File: config.mk
export PLATFORM = sky130hd
export DESIGN_NAME = instruction_fetch_flat
export DESIGN_NICKNAME = d
export VERILOG_FILES = /design/src/rtl/instruction_fetch_if.sv /design/src/rtl/instruction_fetch.sv /design/src/flat_wrapper.sv
export SDC_FILE = /design/constraint.sdc
export NUM_CORES = 1
export LEC_CHECK = 0
export BUFFER_PORTS_ARGS = -buffer_cell sky130_fd_sc_hd__buf_2
export CAP_MARGIN = 25
export CORE_ASPECT_RATIO = 1.4
export CORE_MARGIN = 1.5
export CORE_UTILIZATION = 35
export CTS_CLUSTER_DIAMETER = 150
export DETAILED_ROUTE_END_ITERATION = 7
export HOLD_SLACK_MARGIN = 0.12
export MAX_ROUTING_LAYER = met4
export SLEW_MARGIN = 10
export SYNTH_ARGS = -nofsm -noshare
export SYNTH_HDL_FRONTEND = slang
export SYNTH_SLANG_ARGS = --single-unit
File: constraint.sdc
create_clock -name clk -period 5.45 [get_ports clk]
set_input_delay 1.09 -clock clk [delete_from_list [all_inputs] [get_ports clk]]
set_output_delay 1.09 -clock clk [all_outputs]
set_load 0.005 [all_outputs]
File: src/rtl/instruction_fetch_if.sv
// Instruction-memory read bus between the fetch unit and instruction memory.
//   memReq   : read request, held high until memReady
//   memAddr  : 15-bit word address
//   memReady : read data valid this cycle
//   memData  : 16-bit instruction word
// master = fetch unit, slave = instruction memory.
interface instruction_fetch_if;
  logic        memReq;
  logic [14:0] memAddr;
  logic        memReady;
  logic [15:0] memData;

  modport master (output memReq, output memAddr, input memReady, input memData);
  modport slave  (input memReq, input memAddr, output memReady, output memData);
endinterface

File: src/rtl/instruction_fetch.sv
// Instruction fetch unit: owns the PC register, reads instruction memory
// over a req/ready handshake and presents instruction + PC to decode.
// The PC adder computes the next address and returns it on nextPCIn.
// Ports:
//   clk, rst        : clock (rising edge), asynchronous active-high reset
//   nextPCIn        : next fetch address, taken when HOLD consumes
//   stall           : hold the presented instruction
//   flush, flushPC  : one-cycle redirect request and its target
//   mem             : instruction memory bus (master side)
//   instructionOut  : instruction word to decode (NOP_INSTR in bubbles)
//   currentPCOut    : byte address of instructionOut
//   validOut        : instructionOut is a real fetched word
//   misaligned      : sticky, a fetch address had bit0 set
//   fetchTimeout    : sticky, a read waited MAX_WAIT cycles
//   fetchCount      : consumed instructions, modulo 2^16
module instruction_fetch #(
  parameter logic [15:0] RESET_PC  = 16'h0000,
  parameter logic [15:0] NOP_INSTR = 16'h0800,
  parameter int unsigned MAX_WAIT  = 8
) (
  input  logic                        clk,
  input  logic                        rst,
  input  logic [15:0]                 nextPCIn,
  input  logic                        stall,
  input  logic                        flush,
  input  logic [15:0]                 flushPC,
  instruction_fetch_if.master         mem,
  output logic [15:0]                 instructionOut,
  output logic [15:0]                 currentPCOut,
  output logic                        validOut,
  output logic                        misaligned,
  output logic                        fetchTimeout,
  output logic [15:0]                 fetchCount
);

  localparam logic [7:0] MAX_WAIT_C = 8'(MAX_WAIT);

  typedef enum logic [1:0] {
    IDLE  = 2'd0,
    FETCH = 2'd1,
    HOLD  = 2'd2
  } state_e;

  state_e      state_q, state_d;
  logic [15:0] pc_q, pc_d;
  logic [15:0] instr_q, instr_d;
  logic [15:0] cur_pc_q, cur_pc_d;
  logic        valid_q, valid_d;
  logic        misaligned_q, misaligned_d;
  logic        timeout_q, timeout_d;
  logic [15:0] count_q, count_d;
  logic [7:0]  wait_q, wait_d;
  logic        pend_flush_q, pend_flush_d;
  logic [15:0] pend_pc_q, pend_pc_d;
  logic        enter_fetch_s;

  // Next-state and next-output computation for the fetch FSM.
  always_comb begin
    state_d       = state_q;
    pc_d          = pc_q;
    instr_d       = instr_q;
    cur_pc_d      = cur_pc_q;
    valid_d       = valid_q;
    timeout_d     = timeout_q;
    count_d       = count_q;
    wait_d        = wait_q;
    pend_flush_d  = pend_flush_q;
    pend_pc_d     = pend_pc_q;
    enter_fetch_s = 1'b0;

    case (state_q)
      IDLE: begin
        state_d       = FETCH;
        enter_fetch_s = 1'b1;
      end
      FETCH: begin
        if (mem.memReady) begin
          wait_d = 8'd0;
          // A redirect seen during (or on the same cycle as) the read
          // discards the word; a flush this cycle overrides an older one.
          if (pend_flush_q || flush) begin
            pc_d          = flush ? flushPC : pend_pc_q;
            pend_flush_d  = 1'b0;
            enter_fetch_s = 1'b1;
          end else begin
            instr_d  = mem.memData;
            cur_pc_d = pc_q;
            valid_d  = 1'b1;
            state_d  = HOLD;
          end
        end else begin
          // Saturating wait counter; the block keeps waiting after timeout.
          if (wait_q >= (MAX_WAIT_C - 8'd1)) begin
            wait_d    = MAX_WAIT_C;
            timeout_d = 1'b1;
          end else begin
            wait_d = wait_q + 8'd1;
          end
          if (flush) begin
            pend_flush_d = 1'b1;
            pend_pc_d    = flushPC;
          end else begin
            pend_flush_d = pend_flush_q;
          end
        end
      end
      HOLD: begin
        if (flush) begin
          pc_d          = flushPC;
          valid_d       = 1'b0;
          instr_d       = NOP_INSTR;
          state_d       = FETCH;
          enter_fetch_s = 1'b1;
        end else if (stall) begin
          state_d = HOLD;
        end else begin
          pc_d          = nextPCIn;
          count_d       = count_q + 16'd1;
          valid_d       = 1'b0;
          instr_d       = NOP_INSTR;
          state_d       = FETCH;
          enter_fetch_s = 1'b1;
        end
      end
      default: begin
        state_d = IDLE;
      end
    endcase

    // Misalignment is judged on the address a new fetch starts with.
    if (enter_fetch_s && pc_d[0]) begin
      misaligned_d = 1'b1;
    end else begin
      misaligned_d = misaligned_q;
    end
  end

  // State and output registers with asynchronous reset.
  always_ff @(posedge clk or posedge rst) begin
    if (rst) begin
      state_q      <= IDLE;
      pc_q         <= RESET_PC;
      instr_q      <= NOP_INSTR;
      cur_pc_q     <= 16'hFFFE;
      valid_q      <= 1'b0;
      misaligned_q <= 1'b0;
      timeout_q    <= 1'b0;
      count_q      <= 16'd0;
      wait_q       <= 8'd0;
      pend_flush_q <= 1'b0;
      pend_pc_q    <= 16'd0;
    end else begin
      state_q      <= state_d;
      pc_q         <= pc_d;
      instr_q      <= instr_d;
      cur_pc_q     <= cur_pc_d;
      valid_q      <= valid_d;
      misaligned_q <= misaligned_d;
      timeout_q    <= timeout_d;
      count_q      <= count_d;
      wait_q       <= wait_d;
      pend_flush_q <= pend_flush_d;
      pend_pc_q    <= pend_pc_d;
    end
  end

  // Request decodes from state so it drops immediately on reset.
  assign mem.memReq  = (state_q == FETCH);
  assign mem.memAddr = pc_q[15:1];

  assign instructionOut = instr_q;
  assign currentPCOut   = cur_pc_q;
  assign validOut       = valid_q;
  assign misaligned     = misaligned_q;
  assign fetchTimeout   = timeout_q;
  assign fetchCount     = count_q;

endmodule

File: src/flat_wrapper.sv
// flat-port wrapper written by rule: the top's interface ports become plain ports
module instruction_fetch_flat 
#(
  parameter logic [15:0] RESET_PC  = 16'h0000,
  parameter logic [15:0] NOP_INSTR = 16'h0800,
  parameter int unsigned MAX_WAIT  = 8
)
  (clk, rst, nextPCIn, stall, flush, flushPC, instructionOut, currentPCOut, validOut, misaligned, fetchTimeout, fetchCount, mem_memReq, mem_memAddr, mem_memReady, mem_memData);
  instruction_fetch_if mem_i ();
  input  logic clk;
  input  logic rst;
  input  logic [15:0] nextPCIn;
  input  logic stall;
  input  logic flush;
  input  logic [15:0] flushPC;
  output logic [15:0] instructionOut;
  output logic [15:0] currentPCOut;
  output logic validOut;
  output logic misaligned;
  output logic fetchTimeout;
  output logic [15:0] fetchCount;
  output wire logic [$bits(mem_i.memReq)-1:0] mem_memReq;
  output wire logic [$bits(mem_i.memAddr)-1:0] mem_memAddr;
  input wire logic [$bits(mem_i.memReady)-1:0] mem_memReady;
  input wire logic [$bits(mem_i.memData)-1:0] mem_memData;
  assign mem_memReq = mem_i.memReq;
  assign mem_memAddr = mem_i.memAddr;
  assign mem_i.memReady = mem_memReady;
  assign mem_i.memData = mem_memData;
  instruction_fetch #(.RESET_PC(RESET_PC), .NOP_INSTR(NOP_INSTR), .MAX_WAIT(MAX_WAIT)) u_core (.clk(clk), .rst(rst), .nextPCIn(nextPCIn), .stall(stall), .flush(flush), .flushPC(flushPC), .mem(mem_i), .instructionOut(instructionOut), .currentPCOut(currentPCOut), .validOut(validOut), .misaligned(misaligned), .fetchTimeout(fetchTimeout), .fetchCount(fetchCount));
endmodule
==> results of run 1 <==
worst max path at each step:
stage,from,end,slack [ps],depth (start not counted)
after detailed placement,flush,u_core.currentPCOut[0],2730,4
after global routing,u_core.state_q[1],mem_memReq,2590,3
after CTS,u_core.state_q[1],mem_memReq,2700,3
final,u_core.state_q[1],mem_memReq,2710,3
after floorplan,rst,u_core.currentPCOut[0],1940,1
after global placement,flush,u_core.currentPCOut[0],2780,4
cell families after synthesis:
group           share of synthesized area
fa+ha+maj                         0.01784
mux                               0.09096
simple gates                       0.1320
flops                              0.5636
xor+xnor                          0.03121
buf+inv                           0.05886
compound gates                     0.1055
cell type report:
class                   count  area share
flip-flops and latches     94      0.4620
multi-input cells         228      0.3095
repair buffers            124      0.1272
clock buffers              10     0.04459
well taps                 147     0.03582
clock inverters             6     0.01706
inverters                   5    0.003899
where the power goes:
group | total, uW | internal (uW) | leakage (uW) | switching (uW)
combinational | 833 | 380 | 0.00121 | 453
clock | 668 | 401 | 0.000145 | 267
sequential | 1090 | 959 | 0.00117 | 135
metal layers:
layer | up-vias | part of all wire | routed length (um) | GRT usage
met5 | - | 0 | 0 | -
met2 | 80 | 0.51 | 4883 | 0.2610
met4 | 0 | 0.019 | 182 | 0.06373
met1 | 1516 | 0.43 | 4114 | 0.1934
li1 | 1463 | - | - | -
met3 | 10 | 0.046 | 444 | 0.03161
placed cells by master, fill, tap and decap left out, types with 2 or more instances in the layout:
master and instances:
buf_2 119, dfrtp_1 78, nand2_1 44, mux2_2 34, o21ai_0 32, nand2b_1 18
dfstp_2 16, a222oi_1 15, a21oi_1 9, xnor2_1 9, clkbuf_16 9, nand3_1 8
xor2_1 6, ha_1 6, nor2_1 5, and2_1 4, inv_1 4, o21ai_1 4
nor2b_1 4, buf_4 4, o21a_1 3, and3_1 3, nand4_1 3, and4_1 3
clkinvlp_4 3, nand3b_1 2, o211ai_1 2, nor3_1 2, nor4_1 2, clkinv_2 2
bufinv_16 2
tightest hold or removal path, cell delays in order, from the launching register on:
cell     delay (ps)
dfrtp_1         340
inv_1            40
o31ai_1          60
flip-flops by register name, indices dropped and copies added (netlist names):
register,cells
u_core.validOut,1
u_core.fetchTimeout,1
u_core.pc_q,16
u_core.misaligned,1
u_core.state_q,2
u_core.pend_flush_q,1
u_core.wait_q,8
u_core.instructionOut,16
u_core.pend_pc_q,16
u_core.fetchCount,16
u_core.currentPCOut,16
stage by stage:
stage               cell area [um2]  hold slack [ps]  worst slack, ps  total power, uW
finish                         5135            470.0             2713             2595
CTS                            5107            476.9             2702             2620
global placement               4791            456.4             2779             1914
detailed placement             4791            463.3             2734             1949
global route                   5135            501.7             2593             2771
floorplan                      4209            459.6             1938             1673
==> key figures, run 1 <==
Run status
  • Status: complete, no violations

Layout
  • Finished Layout Cells: 614
  • Register area: 2372 um2
  • Final nets: 521
  • Diodes inserted: 0
  • Number of fill cells in the layout: 1131
  • Area Overhead vs Synth: 22.00%
  • Share of layout cells above drive strength 1: 0.4154
  • Util after Layout: 0.4366
  • Area occupied by multi-input gates: 1589 um2

Worst setup path
  • CP cell instances: inv_1, ha_1, buf_2
  • Crit-path max FO: 18
  • Worst reg2reg startpoint: u_core.state_q[0]
  • Worst path required time: 4360 ps
  • R2r endpoint: u_core.fetchCount[13]
  • Critical path type: reg2out
  • R2r setup slk: 3020 ps
  • Worst endpoint data arrival time: 1650 ps
  • Delay-heaviest family, CP: adder cells
  • CP endpoint kind: output pin
  • CP max stage cell: ha_1
  • Largest stage delay, worst path: 570 ps
  • Bufs and invs on worst path: 2
  • Startpoint Class: flip-flop
  • R2r worst-path depth: 7

Power and ir drop
  • Power per cell area: 505.4 nW/um2
  • Leakage: 0.002528 uW
  • Worst IR Drop VDD: 0.2280 mV

Yosys
  • Post-synth top area share: 0.4637
  • Post-Syn Instances: 361
  • Synthesized flop and latch total: 94
  • Syn_nets: 420
  • Mapped Area: 4209 um2
  • Main synth FF type: dfrtp_1
  • Async SR Flop Fraction: 1.000
  • Cell with the most instances after synthesis: dfrtp_1
  • Area contributors post-synth: dfrtp_1 46%, dfstp_2 10%, mux2_2 9.1%, nand2_1 3.9%, o21ai_0 3.8%
  • Synth cell types: 39
  • Share of the yosys chip area belonging to registers: 0.5636
  • Synth top cells by count: 78 x dfrtp_1, 44 x nand2_1, 34 x mux2_2, 32 x o21ai_0, 18 x nand2b_1
  • Synth area leader: dfrtp_1
  • Syn. warnings: 0
  • EDFF count, synth: 0
  • Syn Area/Cell: 11.66 um2

Routing
  • 1st-pass router iterations: 4
  • Initial drt markers: 189
  • Routed vias/inst: 4.998
  • Final wirelength: 9626 um
  • Via Count: 3069
  • Drt drc: 0
  • WL/cell: 15.68 um
  • DRT antenna net count: 0

Clock network
  • Reg clk slew, reported paths: 70 ps
  • CTS tree: done
  • Worst skew pair latency: 340 ps
  • Num CTS Buffers: 9
  • Post-CTS resize count: 0
  • CTS Buffer Depth: 2
  • Setup Fix Bufs, Post-CTS: 0
  • # clock sinks: 94
  • H-Tree Depth: 3
  • CTS hold repair buffers: 0
  • Clk root buf: clkbuf_16

Timing
  • Final hold vios: 0
  • Final setup viols: 0
  • Setup TNS Final: 0 ps
  • Worst Skew: 9.447 ps
  • Worst slew margin: 0.4758
  • Final Slew Violations: 0
  • RSZ-0062 raised after global routing: false
  • Slew @ Worst Pin: 786.3 ps
  • Period utilization: 0.5023
  • Maximum clock frequency: 0.3653 GHz
  • Period minus WS final: 2737 ps

Placed design
  • Number of port buffers: 119
  • Final GP Congestion: 0.7858
  • Dpl cells: 597
  • Post-DP HPWL: 6731 um

Floorplan
  • Io pins: 120
  • Initial core utilization: 0.3579
  • Die H: 132.8 um
  • Full die area: 12700 um2
  • Die W: 95.68 um
  • Core Area: 11760 um2
  • Row cnt: 47

Global route
  • Initial antenna violation count: 0
  • Global-route wire length before repair: 15140 um
  • Pin count of the biggest net entering global routing: 57
  • Global route overflow: 0
  • Overall Global Routing Usage: 0.1608
  • Vias in the first global route: 3018

Run
  • Max-Cap Viols: 0

Min path
  • Hold path start: u_core.fetchTimeout
  • Hold WC Path Type: reg2reg
  • Hold Path Sink: u_core.fetchTimeout
  • Worst Hold Depth: 2
Note: power is estimated with default switching activity, not from simulation.
==> run 2: changes to the inputs <==
Clock period 5.45 ns to 2.2 ns, I/O delays scaled along.
==> key figures, run 2 (synthesized netlist as in run 1, its figures left out) <==
Power and ir drop
  • Gate power share: 0.340 (+0.019)
  • Switching part of the total power: 0.3384 (+0.009012)
  • Net Switching: 2126 uW (+150%)
  • Tot Pwr: 6281 uW (+140%)
  • Clk pwr share: 0.228 (-0.029)
  • Leakage: 0.002535 uW (+0.28%)
  • Worst IR Drop VDD: 0.4313 mV (+89%)
  • Power per cell area: 1220 nW/um2 (+140%)
  • Internal: 4156 uW (+140%)
  • Seq pwr share: 0.432 (+0.010)

Clock network
  • Worst skew pair latency: 340 ps (about the same)
  • H-Tree Depth: 3 (unchanged)
  • Num CTS Buffers: 9 (unchanged)
  • CTS hold repair buffers: 0 (unchanged)
  • CTS Buffer Depth: 2 (unchanged)
  • Reg clk slew, reported paths: 60 ps (about the same)
  • Clk root buf: clkbuf_16
  • Setup Fix Bufs, Post-CTS: 0 (unchanged)
  • # clock sinks: 94 (unchanged)
  • CTS tree: done

Timing
  • Setup TNS Final: 0 ps (unchanged)
  • Final Slew Violations: 0 (unchanged)
  • Final hold vios: 0 (unchanged)
  • Period utilization: 0.9127
  • Min Hold Slack: 146.3 ps (-323.7 ps)
  • Maximum clock frequency: 0.4980 GHz
  • Worst slew margin: 0.6326 (+0.1569)
  • Slew @ Worst Pin: 549.9 ps (-236.4 ps)
  • RSZ-0062 raised after global routing: false
  • Period minus WS final: 2008 ps
  • Worst Skew: 6.634 ps (-2.813 ps)
  • Final WS setup: 192.0 ps (-2521 ps)
  • Final setup viols: 0 (unchanged)

Layout
  • Area Overhead vs Synth: 22.32%
  • Most common cell after layout, fill and taps aside: buf_2
  • Finished Cell Area: 5149 um2 (+0.27%)
  • Number of fill cells in the layout: 1161 (+2.7%)
  • Share of layout cells above drive strength 1: 0.4268 (+0.01133)
  • Commonest cells after routing, fill and taps aside: 119 x buf_2, 78 x dfrtp_1, 44 x nand2_1, 34 x mux2_2, 32 x o21ai_0
  • Final nets: 525 (+0.77%)

Worst setup path
  • Worst endpoint data arrival time: 1570 ps (-80 ps)
  • CP cell instances: inv_1, ha_1, buf_4, buf_2
  • CP max stage cell: dfrtp_1
  • CP endpoint kind: output pin
  • Crit-path max FO: 11 (-7)
  • R2r setup slk: 270 ps (-2750 ps)
  • Startpoint Class: flip-flop
  • Largest stage delay, worst path: 400 ps (-170 ps)
  • Worst path required time: 1760 ps (-2600 ps)
  • Critical path type: reg2out

Floorplan
  • Full die area: 12700 um2 (unchanged)
  • Row cnt: 47 (unchanged)
  • Io pins: 120 (unchanged)
  • Initial core utilization: 0.3579 (unchanged)
  • Core Area: 11760 um2 (unchanged)
  • Die H: 132.8 um (unchanged)
  • Die W: 95.68 um (unchanged)

Routing
  • 1st-pass router iterations: 5 (+1)
  • Drt drc: 0 (unchanged)
  • Final wirelength: 9574 um (-0.54%)
  • Initial drt markers: 237 (+25%)
  • DRT antenna net count: 0 (unchanged)
  • WL/cell: 15.47 um (-1.3%)
  • Via Count: 3086 (+0.55%)
  • Routed vias/inst: 4.985 (-0.26%)

Run
  • Max-Cap Viols: 0 (unchanged)

Placed design
  • Number of port buffers: 119 (unchanged)
  • Final GP Congestion: 0.7678 (-2.3%)
  • Post-DP HPWL: 7039 um (+4.6%)
  • Placed Instance Area: 4868 um2 (+1.6%)
  • Pre-CTS setup slack: 69.05 ps (-2665 ps)

Run status
  • Status: complete, no violations

Global route
  • Initial antenna violation count: 1 (+1)
  • Pin count of the biggest net entering global routing: 39 (-32%)
  • Global-route wire length before repair: 15580 um (+2.9%)
  • Vias in the first global route: 3108 (+3.0%)
  • Overall Global Routing Usage: 0.1635 (+0.002699)
  • Global route overflow: 0 (unchanged)

Min path
  • Hold WC Path Type: in2async
[run 2: layout make-up]
class,instances,area [um2],area share
tap,147,183.9,0.03572
inverter,5,22.52,0.004374
antenna,1,2.502,0.0004860
clock buffer,9,225.2,0.04374
sequential,94,2372,0.4608
multi-input combinational,228,1592,0.3091
clock inverter,7,50.05,0.009721
timing repair buffer,128,700.7,0.1361
[run 2: path summary, 6_finish.rpt]
path                                              to  cells past startpoint                 startpoint
setup reg to reg                      u_core.pc_q[6]                      6          u_core.state_q[1]
hold reg to reg            u_core.instructionOut[11]                      2  u_core.instructionOut[11]
hold / removal              u_core.instructionOut[3]                      2                        rst
max in group asynchronous     u_core.currentPCOut[9]                      3                        rst
min in group clk           u_core.instructionOut[11]                      3            mem_memData[11]
setup / recovery                          mem_memReq                      4          u_core.state_q[1]
[run 2: what timing repair did]
item | CTS | global route
endpoints found under the setup margin | 0 | 15
endpoints found under the hold margin | 0 | 0
gates resized for setup | 0 | 2
[run 2: per-layer routing]
layer / track usage / part of all wire
met2: 0.2664 / 0.53
met3: 0.02989 / 0.042
met1: 0.1934 / 0.40
met5: - / 0
met4: 0.07271 / 0.022
[run 2: worst max-delay path: cells and delay by family (launching register included)]
| kind | cells | cell delay [ps] |
|---|---|---|
| adders and majority gates | 1 | 380 |
| buffers and inverters | 3 | 450 |
| DFF | 1 | 400 |
[run 2: power groups by stage]
| stage | Combinational, uW | Sequential (uW) | Clock, uW |
|---|---|---|---|
| 6_report | 2130 | 2710 | 1430 |
| 3_5_place_dp | 2160 | 2750 | 0 |
| 3_3_place_gp | 2100 | 2720 | 0 |
| 5_1_grt | 2410 | 2800 | 1580 |
| 4_1_cts | 2160 | 2720 | 1480 |
| 2_1_floorplan | 1440 | 2710 | 0 |
[run 2: per-stage QoR]
step                      utilization  std cells
after floorplan                     -        361
after CTS                      0.4373        618
after detailed placement       0.4139        602
after global placement         0.4139        602
final                          0.4378        619
after global routing           0.4378        619
